### src/rtl/shift_seq_pkg.sv
// Shared types and sizing helpers for the multi-pass shift sequencer.
package shift_seq_pkg;

  typedef enum logic [1:0] {
    ST_IDLE  = 2'd0,
    ST_SHIFT = 2'd1,
    ST_DONE  = 2'd2
  } state_e;

  // Largest shift one pass of the narrow shifter can apply.
  function automatic int max_step(input int step_width);
    return (1 << step_width) - 1;
  endfunction

  function automatic int CeilLog2(input int n);
    int r;
    r = 0;
    while ((1 << r) < n) r++;
    return r;
  endfunction

endpackage

### src/rtl/shift_sequencer_shifter.sv
// Combinational left barrel shifter (zero fill), one log2 stage per shift bit.
module leftBarrelShifter #(
  parameter int DATA_WIDTH  = 22,
  parameter int SHIFT_WIDTH = 2
) (
  input  logic [DATA_WIDTH-1:0]  data_i,
  input  logic [SHIFT_WIDTH-1:0] shift_i,
  output logic [DATA_WIDTH-1:0]  data_o
);

  logic [DATA_WIDTH-1:0] stage;

  always_comb begin
    stage = data_i;
    for (int s = 0; s < SHIFT_WIDTH; s++) begin
      if (shift_i[s]) stage = stage << (1 << s);
    end
    data_o = stage;
  end

endmodule

### src/rtl/shift_sequencer.sv
// Multi-pass arithmetic left shift built from a narrow barrel shifter.
// Define SHIFT_SEQ_OVF_DETECT_EN to generate signed-overflow detection on ovf_o.
module shift_sequencer
  import shift_seq_pkg::*;
#(
  parameter int DATA_WIDTH  = 22,
  parameter int SHIFT_WIDTH = 5,
  parameter int STEP_WIDTH  = 2
) (
  input  logic                   clk_i,
  input  logic                   rstn_i,
  input  logic                   in_valid_i,
  output logic                   in_ready_o,
  input  logic [DATA_WIDTH-1:0]  data_i,
  input  logic [SHIFT_WIDTH-1:0] shift_i,
  output logic                   out_valid_o,
  input  logic                   out_ready_i,
  output logic [DATA_WIDTH-1:0]  data_o,
  output logic                   ovf_o,
  output logic                   busy_o
);

  localparam int MAX_STEP = max_step(STEP_WIDTH);
  localparam int CNT_LOG  = CeilLog2(DATA_WIDTH + 1);
  localparam int REM_W    = (SHIFT_WIDTH > CNT_LOG) ? SHIFT_WIDTH : CNT_LOG;

  state_e                state_q, state_d;
  logic [REM_W-1:0]      rem_q, rem_d, rem_next, shift_clamped;
  logic [DATA_WIDTH-1:0] work_q, work_d, shifted;
  logic [STEP_WIDTH-1:0] chunk;

  // Shifts of DATA_WIDTH or more all give zero, so clamping is exact.
  always_comb begin
    if (int'(shift_i) >= DATA_WIDTH) shift_clamped = REM_W'(DATA_WIDTH);
    else                             shift_clamped = REM_W'(shift_i);
  end

  always_comb begin
    if (int'(rem_q) > MAX_STEP) chunk = STEP_WIDTH'(MAX_STEP);
    else                        chunk = STEP_WIDTH'(rem_q);
  end

  assign rem_next = rem_q - REM_W'(chunk);

  leftBarrelShifter #(
    .DATA_WIDTH (DATA_WIDTH),
    .SHIFT_WIDTH(STEP_WIDTH)
  ) u_shifter (
    .data_i (work_q),
    .shift_i(chunk),
    .data_o (shifted)
  );

  always_comb begin
    state_d = state_q;
    rem_d   = rem_q;
    work_d  = work_q;
    case (state_q)
      ST_IDLE: begin
        if (in_valid_i) begin
          work_d  = data_i;
          rem_d   = shift_clamped;
          state_d = (shift_clamped == '0) ? ST_DONE : ST_SHIFT;
        end
      end
      ST_SHIFT: begin
        work_d = shifted;
        rem_d  = rem_next;
        if (rem_next == '0) state_d = ST_DONE;
      end
      ST_DONE: begin
        if (out_ready_i) state_d = ST_IDLE;
      end
      default: state_d = ST_IDLE;
    endcase
  end

  always_ff @(posedge clk_i or negedge rstn_i) begin
    if (!rstn_i) begin
      state_q <= ST_IDLE;
      rem_q   <= '0;
      work_q  <= '0;
    end else begin
      state_q <= state_d;
      rem_q   <= rem_d;
      work_q  <= work_d;
    end
  end

`ifdef SHIFT_SEQ_OVF_DETECT_EN
  logic ovf_q, ovf_d, sign_q, sign_d, pass_ovf;

  // A pass overflows if any bit leaving the top, or the new MSB, disagrees with the original sign.
  always_comb begin
    pass_ovf = (shifted[DATA_WIDTH-1] != sign_q);
    for (int i = 0; i < MAX_STEP; i++) begin
      if ((i < int'(chunk)) && (work_q[DATA_WIDTH-1-i] != sign_q)) pass_ovf = 1'b1;
    end
  end

  always_comb begin
    ovf_d  = ovf_q;
    sign_d = sign_q;
    if ((state_q == ST_IDLE) && in_valid_i) begin
      ovf_d  = 1'b0;
      sign_d = data_i[DATA_WIDTH-1];
    end else if (state_q == ST_SHIFT) begin
      ovf_d = ovf_q | pass_ovf;
    end
  end

  always_ff @(posedge clk_i or negedge rstn_i) begin
    if (!rstn_i) begin
      ovf_q  <= 1'b0;
      sign_q <= 1'b0;
    end else begin
      ovf_q  <= ovf_d;
      sign_q <= sign_d;
    end
  end

  assign ovf_o = ovf_q;
`else
  assign ovf_o = 1'b0;
`endif

  assign in_ready_o  = (state_q == ST_IDLE);
  assign out_valid_o = (state_q == ST_DONE);
  assign busy_o      = (state_q != ST_IDLE);
  assign data_o      = work_q;

endmodule

### config.mk
export PLATFORM = sky130hd
export DESIGN_NAME = shift_sequencer
export DESIGN_NICKNAME = d
export VERILOG_FILES = /design/src/rtl/shift_seq_pkg.sv /design/src/rtl/shift_sequencer_shifter.sv /design/src/rtl/shift_sequencer.sv
export SDC_FILE = /design/constraint.sdc
export NUM_CORES = 1
export LEC_CHECK = 0
export ABC_AREA = 1
export BUFFER_PORTS_ARGS = -buffer_cell sky130_fd_sc_hd__buf_2
export CORE_MARGIN = 10
export CORE_UTILIZATION = 45
export DETAILED_ROUTE_END_ITERATION = 12
export PLACE_DENSITY = 0.66
export SETUP_SLACK_MARGIN = 0.1
export SLEW_MARGIN = 20
export SYNTH_ARGS = -nofsm -noshare
export SYNTH_HDL_FRONTEND = slang
export SYNTH_SLANG_ARGS = --single-unit
### constraint.sdc
create_clock -name clk_i -period 3.6 [get_ports clk_i]
set_clock_uncertainty 0.15 [all_clocks]
set_input_delay 0 -clock clk_i [delete_from_list [all_inputs] [get_ports clk_i]]
set_output_delay 0 -clock clk_i [all_outputs]
set_load 0.02 [all_outputs]
* After elaboration in Yosys (flattened, before gate mapping)
Index checks and enable logic that the tools add are counted.
** Word-level totals
- Register bits :: 29
- Bits of input ports :: 31
- Output and inout bits :: 26
- Word-level logic and storage cells :: 34
** Operators by class
- Add/sub/neg operators :: 1
- $lt $le $gt $ge :: 2
- Equality and inequality tests :: 6
- Muxes and demuxes :: 13
- Reductions and logical operators :: 8
** Operators by type and width (count)
- 2-to-1 mux 22 bit :: 3
- case mux 22 bit (2 select lines) :: 1
- logical NOT 5 bit :: 2
- 2-to-1 mux 2 bit :: 5
- 2-to-1 mux 5 bit :: 2
- case mux 5 bit (2 select lines) :: 1
- case mux 2 bit (3 select lines) :: 1
- AND reduction 3 bit :: 2
- greater-or-equal comparator 5 bit (second input constant) :: 1
- greater-than comparator 5 x 2 -> 1 bit (second input constant) :: 1
- subtractor 5 x 2 -> 5 bit :: 1
- inequality test 2 bit (second input constant) :: 2
- nonzero test 2 bit :: 2
- inequality test 3 bit (second input constant) :: 1
- equality test 2 x 1 -> 1 bit (second input constant) :: 1
- equality test 2 bit (second input constant) :: 1
- logical NOT 2 bit :: 1
- inequality test 2 x 1 -> 1 bit (second input constant) :: 1
- AND reduction 2 bit :: 1

* Longest topological paths before layout
Gate-level depths: netlist of run 1.
- Word-level depth :: 6
- Gate-level depth with buffers :: 13
- Mapped depth without buffers :: 13

* Modules after synthesis
A second synthesis of run 1 with hierarchy kept.
** Second synthesis, totals
- Cell total of the unflattened synthesis :: 339
- Area, all modules :: 2140.8 µm²
** By module, submodules not included
- shift_sequencer :: instances 1, cells an instance 202, area each 1547.7 µm², seq. area each 725.7 µm²
- leftBarrelShifter :: instances 1, cells an instance 137, area each 593.1 µm², seq. area each 0.0 µm²

* Worst setup path before layout of run 1
No wires, ideal clock.
- Path type :: register to register
- From :: register rem_q[3]
- To :: register state_q[0]
- Library setup time :: 0.113 ns
- Arrival :: 1.680 ns
- Data required time :: 3.337 ns
- Setup slack :: 1.657 ns
- Cell stages (with the launch flop) :: 12
- Path buffers :: 0
- Clock period less this slack :: 1.943 ns
- Cells stage by stage :: dfrtp_1 nor2_4 nand2_1 nand2_1 ha_1 or2_2 nor2_1 nand2_1 a21oi_1 nand3_1 nand2_1 inv_1
** On the way
- Longest elaborated chain between the ends :: 6
** Ends and longest elaborated chain
- from (decl) :: RTL line shift_sequencer.sv:28 : logic [REM_W-1:0] rem_q, rem_d, rem_next, shift_clamped;
- from (signal assigned) :: RTL line shift_sequencer.sv:85 : rem_q <= rem_d;
- greater-than comparator 5 x 2 -> 1 bit :: RTL line shift_sequencer.sv:39 : if (int'(rem_q) > MAX_STEP) chunk = STEP_WIDTH'(MAX_STEP);
- 2-to-1 mux 2 bit :: RTL line shift_sequencer.sv:39
- subtractor 5 x 2 -> 5 bit * :: RTL line shift_sequencer.sv:43 : assign rem_next = rem_q - REM_W'(chunk);
- logical NOT 5 bit * :: RTL line shift_sequencer.sv:69 : if (rem_next == '0) state_d = ST_DONE;
- inequality test 2 bit (no line) *
- AND reduction 3 bit (no line) *
- to (signal assigned) :: RTL line shift_sequencer.sv:84 : state_q <= state_d;
- to (decl) :: RTL line shift_sequencer.sv:27 : state_e state_q, state_d;
Mark *: on every way between the ends. The rest lies on a longest branch, timed or not.
A chain may end at the register's enable or synchronous reset.

* Final worst setup path of run 1
- From :: register rem_q[3]
- To :: register work_q[17] (netlist: data_o[17])
** On the way
- Longest elaborated chain between the ends :: 5
** Ends and longest elaborated chain
- greater-than comparator 5 x 2 -> 1 bit * :: RTL line shift_sequencer.sv:39
- 2-to-1 mux 2 bit * :: RTL line shift_sequencer.sv:39
- 2-to-1 mux 22 bit :: RTL line shift_sequencer_shifter.sv:16 : if (shift_i[s]) stage = stage << (1 << s);
- 2-to-1 mux 22 bit * :: RTL line shift_sequencer_shifter.sv:16
- case mux 22 bit (2 select lines) * :: RTL line shift_sequencer.sv:58 : case (state_q)
- to (signal assigned) :: RTL line shift_sequencer.sv:86 : work_q <= work_d;
- to (decl) :: RTL line shift_sequencer.sv:29 : logic [DATA_WIDTH-1:0] work_q, work_d, shifted;
Mark *: on every way between the ends. The rest lies on a longest branch, timed or not. The select of a mux whose other input is x is not followed.

==> results.ini, run 1 <==
[outcome]
status = finished clean

[yosys]
synth_common_cells = nand2_1 (89), inv_1 (53), dfrtp_1 (29)
yosys-top-cells-area = dfrtp_1 (35%), nand2_1 (16%), inv_1 (9.7%)
synth_xor_area_share_pct = 0.428
synth_top_family_by_area = simple AND/OR/NAND/NOR gates
synth_top_cell_by_area = dfrtp_1
synth_edf_count = 0
synth.distinct_cells = 26
ys.warnings.count = 0
netlist_instances = 315
synthArstFlopShare_pct = 100
yosysMostFrequentCell = nand2_1
yosys.area_share.simple_pct = 27.7
avgSynthCellArea_um2 = 6.50
synth-seq-cells = 29
yosysSeqAreaShare_pct = 35.4
synth_top_area_share_pct = 35.4
synth.mux.area_fraction_pct = 0
synth-compound-area-share_pct = 20.5
synth_fa_ha_area_share_pct = 0.611
syn_area_um2 = 2050
ys.flop_type = dfrtp_1
syn_nets = 347

[grt]
use_met1_pct = 21.2
grtUsageMet3_pct = 4.49
grt_pass1_wl_um = 10000
grt_use_met2_pct = 24.1
grt_pass1_vias = 2129
overflow = 0
grt_max_degree = 40
grt-busiest-layer = met2
track_usage_pct = 15.9
antenna_found_initial = 0

[clock_network]
cts.sink_count = 29
cts_tree = built
clk_latency_ns = 0.28
clk_pin_slew_ns = 0.06
h-tree-depth = 2
root_buffer = clkbuf_8
cts-buffers-inserted = 5
cts_buffer_depth = 2

[sta]
whs_ns = 0.0205
slew_violations = 0
finalSetupViolCount = 0
setup_ws_ns = 1.41
max_freq_mhz = 457
period_needed_ns = 2.19
tns_ns = 0
grt_setup_unrepaired = no
timing.final.crit_share_pct = 60.8
hold_viol_final = 0
tightest_slew_ns = 0.892
slew-limit-headroom_pct = 40.5

[placement]
placed_cells = 407
hpwl_um = 4010
portBuffers = 55
pre_cts_slack_ns = 1.40
gp_congestion = 0.937

[routing]
wirelength_um = 5900
post_drt_wl_per_cell_um = 13.4
vias_per_cell = 4.97
ant_nets = 0
drt_iter0_markers = 118
vias = 2190
drtPass1Iterations = 4
drc = 0

[final_layout]
drive_above_1_share_pct = 19.5
nFillCells = 427
layout.cells.non_filler = 441
nets = 421
area.growth.synth_to_final_pct = 29.4
diodes = 0

[power_and_ir_drop]
p_total_uw = 2560
p_seq_share_pct = 26.5
p_per_area_nw_per_um2 = 967
comb_power_share_pct = 62.7
p_int_uw = 1210
switching_share_pct = 52.9
ir_drop_v = 0.000435
switching_power_uw = 1360
p_clk_share_pct = 10.8
leakagePower_uw = 0.00144

[critical_path]
reg2reg_depth = 7
critPathArrivalTime_ns = 2.26
slowest_delay_ns = 0.56
cpMaxStageDelayCell = nand3_2
reg2reg_slack_ns = 1.41
worstReg2RegStart = rem_q[3]
cp-start-kind = register
cp_cell_sequence = nor2_4 > nand3_2 > o21ai_0 > nand2_1 > nand3_1 > o21ai_1 > inv_1
crit_fanout = 39
r2r-end = data_o[17]
timing_worst_setup_path_type = register to register
required_ns = 3.67
worst_setup_path_end_kind = register

[hold_path]
min_from = shift_i[1]
worstHoldPathType = input pin to register
hold-path-cell-count = 5
hold_end = rem_q[1]

[floorplanning]
initial_utilization_pct = 46.7
core_um2 = 4380
die_x_um = 87.5
ios = 57
dieArea_um2 = 7650
rows = 24
die_h_um = 87.5

[job]
cap_violations = 0

## state kept, by name, summed over array words and instances (netlist names)
| signal | cells |
|---|---|
| state_q | 2 |
| data_o | 22 |
| rem_q | 5 |
## power by group through the flow
stage / Clock (uW) / Combinational, uW / Sequential (uW)
6_report: 276 / 1610 / 678
2_1_floorplan: 0 / 1090 / 801
5_1_grt: 297 / 1860 / 704
3_3_place_gp: 0 / 1580 / 679
4_1_cts: 281 / 1620 / 675
3_5_place_dp: 0 / 1590 / 678
## worst max-delay path by stage
stage | startpoint | endpoint | slack (ns) | depth (start not counted)
after global routing | rem_q[3] | data_o[10] | 1.06 | 7
after floorplan | rem_q[3] | state_q[0] | 1.66 | 11
final | rem_q[3] | data_o[17] | 1.41 | 7
after detailed placement | rem_q[3] | data_o[17] | 1.40 | 7
after global placement | rem_q[3] | data_o[6] | 1.41 | 7
after CTS | rem_q[3] | data_o[6] | 1.38 | 7
## cells by family after synthesis
group / count (synthesis)
and+or+nand+nor: 135
buffers and inverters: 71
adders and majority gates: 1
DFF: 29
AOI/OAI and AO/OA: 77
xor gates and xnor gates: 1
other: 1
## metrics by stage
step | instance area (um2) | util [%]
final | 2650 | 60.4
after global routing | 2650 | 60.4
after global placement | 2290 | 52.3
after detailed placement | 2290 | 52.3
after CTS | 2650 | 60.4
after floorplan | 2050 | -
## area by class of cell
class	instances	area (um2)	area share, %
multi-input cells	215	1010	38.2
inverters	55	206	7.79
flip-flops and latches	29	726	27.4
clock buffers	7	86.3	3.26
well taps	52	65.1	2.46
repair buffers	83	553	20.9
## worst max-delay path, delay by kind of cell (launching register included)
family	cells	cell delay, ns
AND/OR/NAND/NOR	4	0.94
AO/OA/AOI/OAI	2	0.55
flip-flops	1	0.42
buffers and inverters	1	0.07
## routing by layer
metal  wire [um]  part of all wire [%]
met5           0                     0
met4          82                   1.4
met3         341                   5.8
met2        2780                    47
met1        2700                    46
## layout by cell type (no fill, tap or decap)
| cell type | instances |
|---|---|
| ha_1 | 1 |
| nor2_2 | 3 |
| nor2_4 | 1 |
| inv_1 | 53 |
| nand2_1 | 89 |
| clkbuf_8 | 6 |
| o21a_1 | 1 |
| o211ai_1 | 1 |
| buf_4 | 1 |
| buf_2 | 55 |
| o21ai_2 | 5 |
| nand3_1 | 25 |
| o21ai_1 | 18 |
| or2_2 | 1 |
| nand3_2 | 2 |
| a22oi_1 | 3 |
| conb_1 | 1 |
| dlygate4sd3_1 | 27 |
| clkbuf_1 | 1 |
| nor2_1 | 14 |
| dfrtp_1 | 29 |
| inv_2 | 2 |
| a21oi_1 | 24 |
| a31oi_1 | 1 |
| o21ai_0 | 23 |
| a211oi_1 | 1 |
| xor2_1 | 1 |
## repair_timing
action / in CTS / in global routing
gates resized for setup: 0 / 0
hold endpoints to repair: 55 / 0
hold buffers: 27 / 0
buffers inserted: 0 / 0
Power figures use the tool's default switching activity.
==> run 2, diff against run 1 <==
==> constraint.sdc (replaced) <==
create_clock -name clk_i -period 2.2 [get_ports clk_i]
set_clock_uncertainty 0.15 [all_clocks]
set_input_delay 0 -clock clk_i [delete_from_list [all_inputs] [get_ports clk_i]]
set_output_delay 0 -clock clk_i [all_outputs]
set_load 0.02 [all_outputs]
==> run 2 against run 1 <==
  * Setup slack got worse by 1.2 ns
  * Design area increased by 4.1%
  * Combinational power grew 77%
  * Power rose by 71%
  * Final cell count up 2.5%
  * Global-route usage decreased by 0.28 points
  * Via count grew 2.5%
  * Maximum frequency rose by 9.1%
  * Critical path depth grew 4
  * Core utilization up 2.5 points
  * Non-clock buffer count increased by 10
==> results.ini, run 2 (synthesis gave the netlist of run 1 again) <==
[sta]
slew-limit-headroom_pct = 53.5
setup_ws_ns = 0.191
slew_violations = 0
whs_ns = 0.0263
tns_ns = 0
timing.final.crit_share_pct = 91.3
hold_viol_final = 0
finalSetupViolCount = 0
max_freq_mhz = 498
period_needed_ns = 2.01
grt_setup_unrepaired = yes
tightest_slew_ns = 0.698

[placement]
pre_cts_slack_ns = 0.0888
gp_congestion = 0.979
placed_cells = 414
hpwl_um = 4150
portBuffers = 55

[routing]
wirelength_um = 5980
post_drt_wl_per_cell_um = 13.2
drt_iter0_markers = 179
drc = 0
vias_per_cell = 4.96
ant_nets = 0
vias = 2244
drtPass1Iterations = 4

[clock_network]
cts_tree = built
clk_pin_slew_ns = 0.06
cts.sink_count = 29
clk_latency_ns = 0.28
cts_buffer_depth = 2
h-tree-depth = 2
root_buffer = clkbuf_8
cts-buffers-inserted = 5

[grt]
grt_max_degree = 31
track_usage_pct = 15.6
grt_pass1_vias = 2123
grt_pass1_wl_um = 9800
overflow = 0
antenna_found_initial = 0

[final_layout]
nets = 431
largest_register_ffs = 22
diodes = 0
drive_above_1_share_pct = 23.3
area.growth.synth_to_final_pct = 34.7
final_common_cell = nand2_1
layout.cells.non_filler = 452
final_cell_mix = nand2_1 (86), buf_2 (55), inv_1 (52)

[critical_path]
r2r-end = state_q[1]
cp-start-kind = register
required_ns = 2.27
critPathArrivalTime_ns = 2.08
worst_setup_path_end_kind = register
worstReg2RegStart = rem_q[3]
reg2reg_depth = 11
reg2reg_slack_ns = 0.19
timing_worst_setup_path_type = register to register
crit_fanout = 4

[floorplanning]
die_x_um = 87.5
core_um2 = 4380
die_h_um = 87.5
ios = 57
rows = 24
initial_utilization_pct = 46.7
dieArea_um2 = 7650

[hold_path]
hold-path-cell-count = 5
hold_end = rem_q[4]
worstHoldPathType = input pin to register
min_from = shift_i[4]

[power_and_ir_drop]
ir_drop_v = 0.000792
leakagePower_uw = 0.00149
p_per_area_nw_per_um2 = 1590

[job]
cap_violations = 0

[outcome]
status = finished clean

-- run 2: changes by cell type in the layout (fill, tap and decap cells not counted), sizes merged --
cell	change
clkbuf	+1
buf	+10
-- run 2: power breakdown --
| group | total [uW] | internal [uW] | switching (uW) |
|---|---|---|---|
| Combinational | 2850 | 1050 | 1800 |
| Sequential | 1100 | 828 | 271 |
| Clock | 427 | 224 | 203 |
| Total | 4380 | 2100 | 2280 |
-- run 2: how the worst max path moves through the flow --
stage               slack [ns]    endpoint     start
finish                    0.19  state_q[1]  rem_q[3]
global route              0.05  state_q[0]  rem_q[3]
CTS                       0.14  state_q[0]  rem_q[2]
detailed placement        0.09  state_q[0]  rem_q[3]
global placement          0.19  state_q[0]  rem_q[3]
floorplan                 0.26  state_q[0]  rem_q[3]
-- run 2: area by class of cell --
type / instances / area, um2
multi-input cells: 215 / 1040
clock buffers: 8 / 80.1
flip-flops and latches: 29 / 727
fillers: 425 / 1630
repair buffers: 93 / 641
well taps: 52 / 65.1
inverters: 55 / 206
-- run 2: per-stage QoR --
step	util [%]	area, um2	total power (uW)
final	62.9	2760	4380
after global placement	53.8	2360	3780
after global routing	62.9	2760	4840
after CTS	62.0	2720	4290
after detailed placement	53.8	2360	3800
after floorplan	-	2050	3090
-- run 2: repair_timing --
action,CTS,global route
buffers inserted,1,2
hold endpoints to repair,55,0
resized for setup,1,8
hold buffers,27,0
setup endpoints to repair,1,7
pin swaps,1,5
-- run 2: critical path, cell delays in order, from the launching register on --
cell and delay [ns]:
dfrtp_1 0.43, nor2_4 0.15, nand2_2 0.09, nand2_2 0.11
ha_4 0.20, or2_2 0.27, nor2_2 0.08, nand2_1 0.07
a21oi_2 0.16, buf_4 0.12, nand3_1 0.06, nand2_1 0.06
-- run 2: routing by layer --
layer / vias up / routed length [um] / GRT usage [%]
li1: 1166 / - / -
met1: 1015 / 2640 / 19.9
met2: 56 / 2880 / 24.7
met3: 7 / 392 / 4.21
met4: 0 / 63 / 5.07
met5: - / 0 / 0
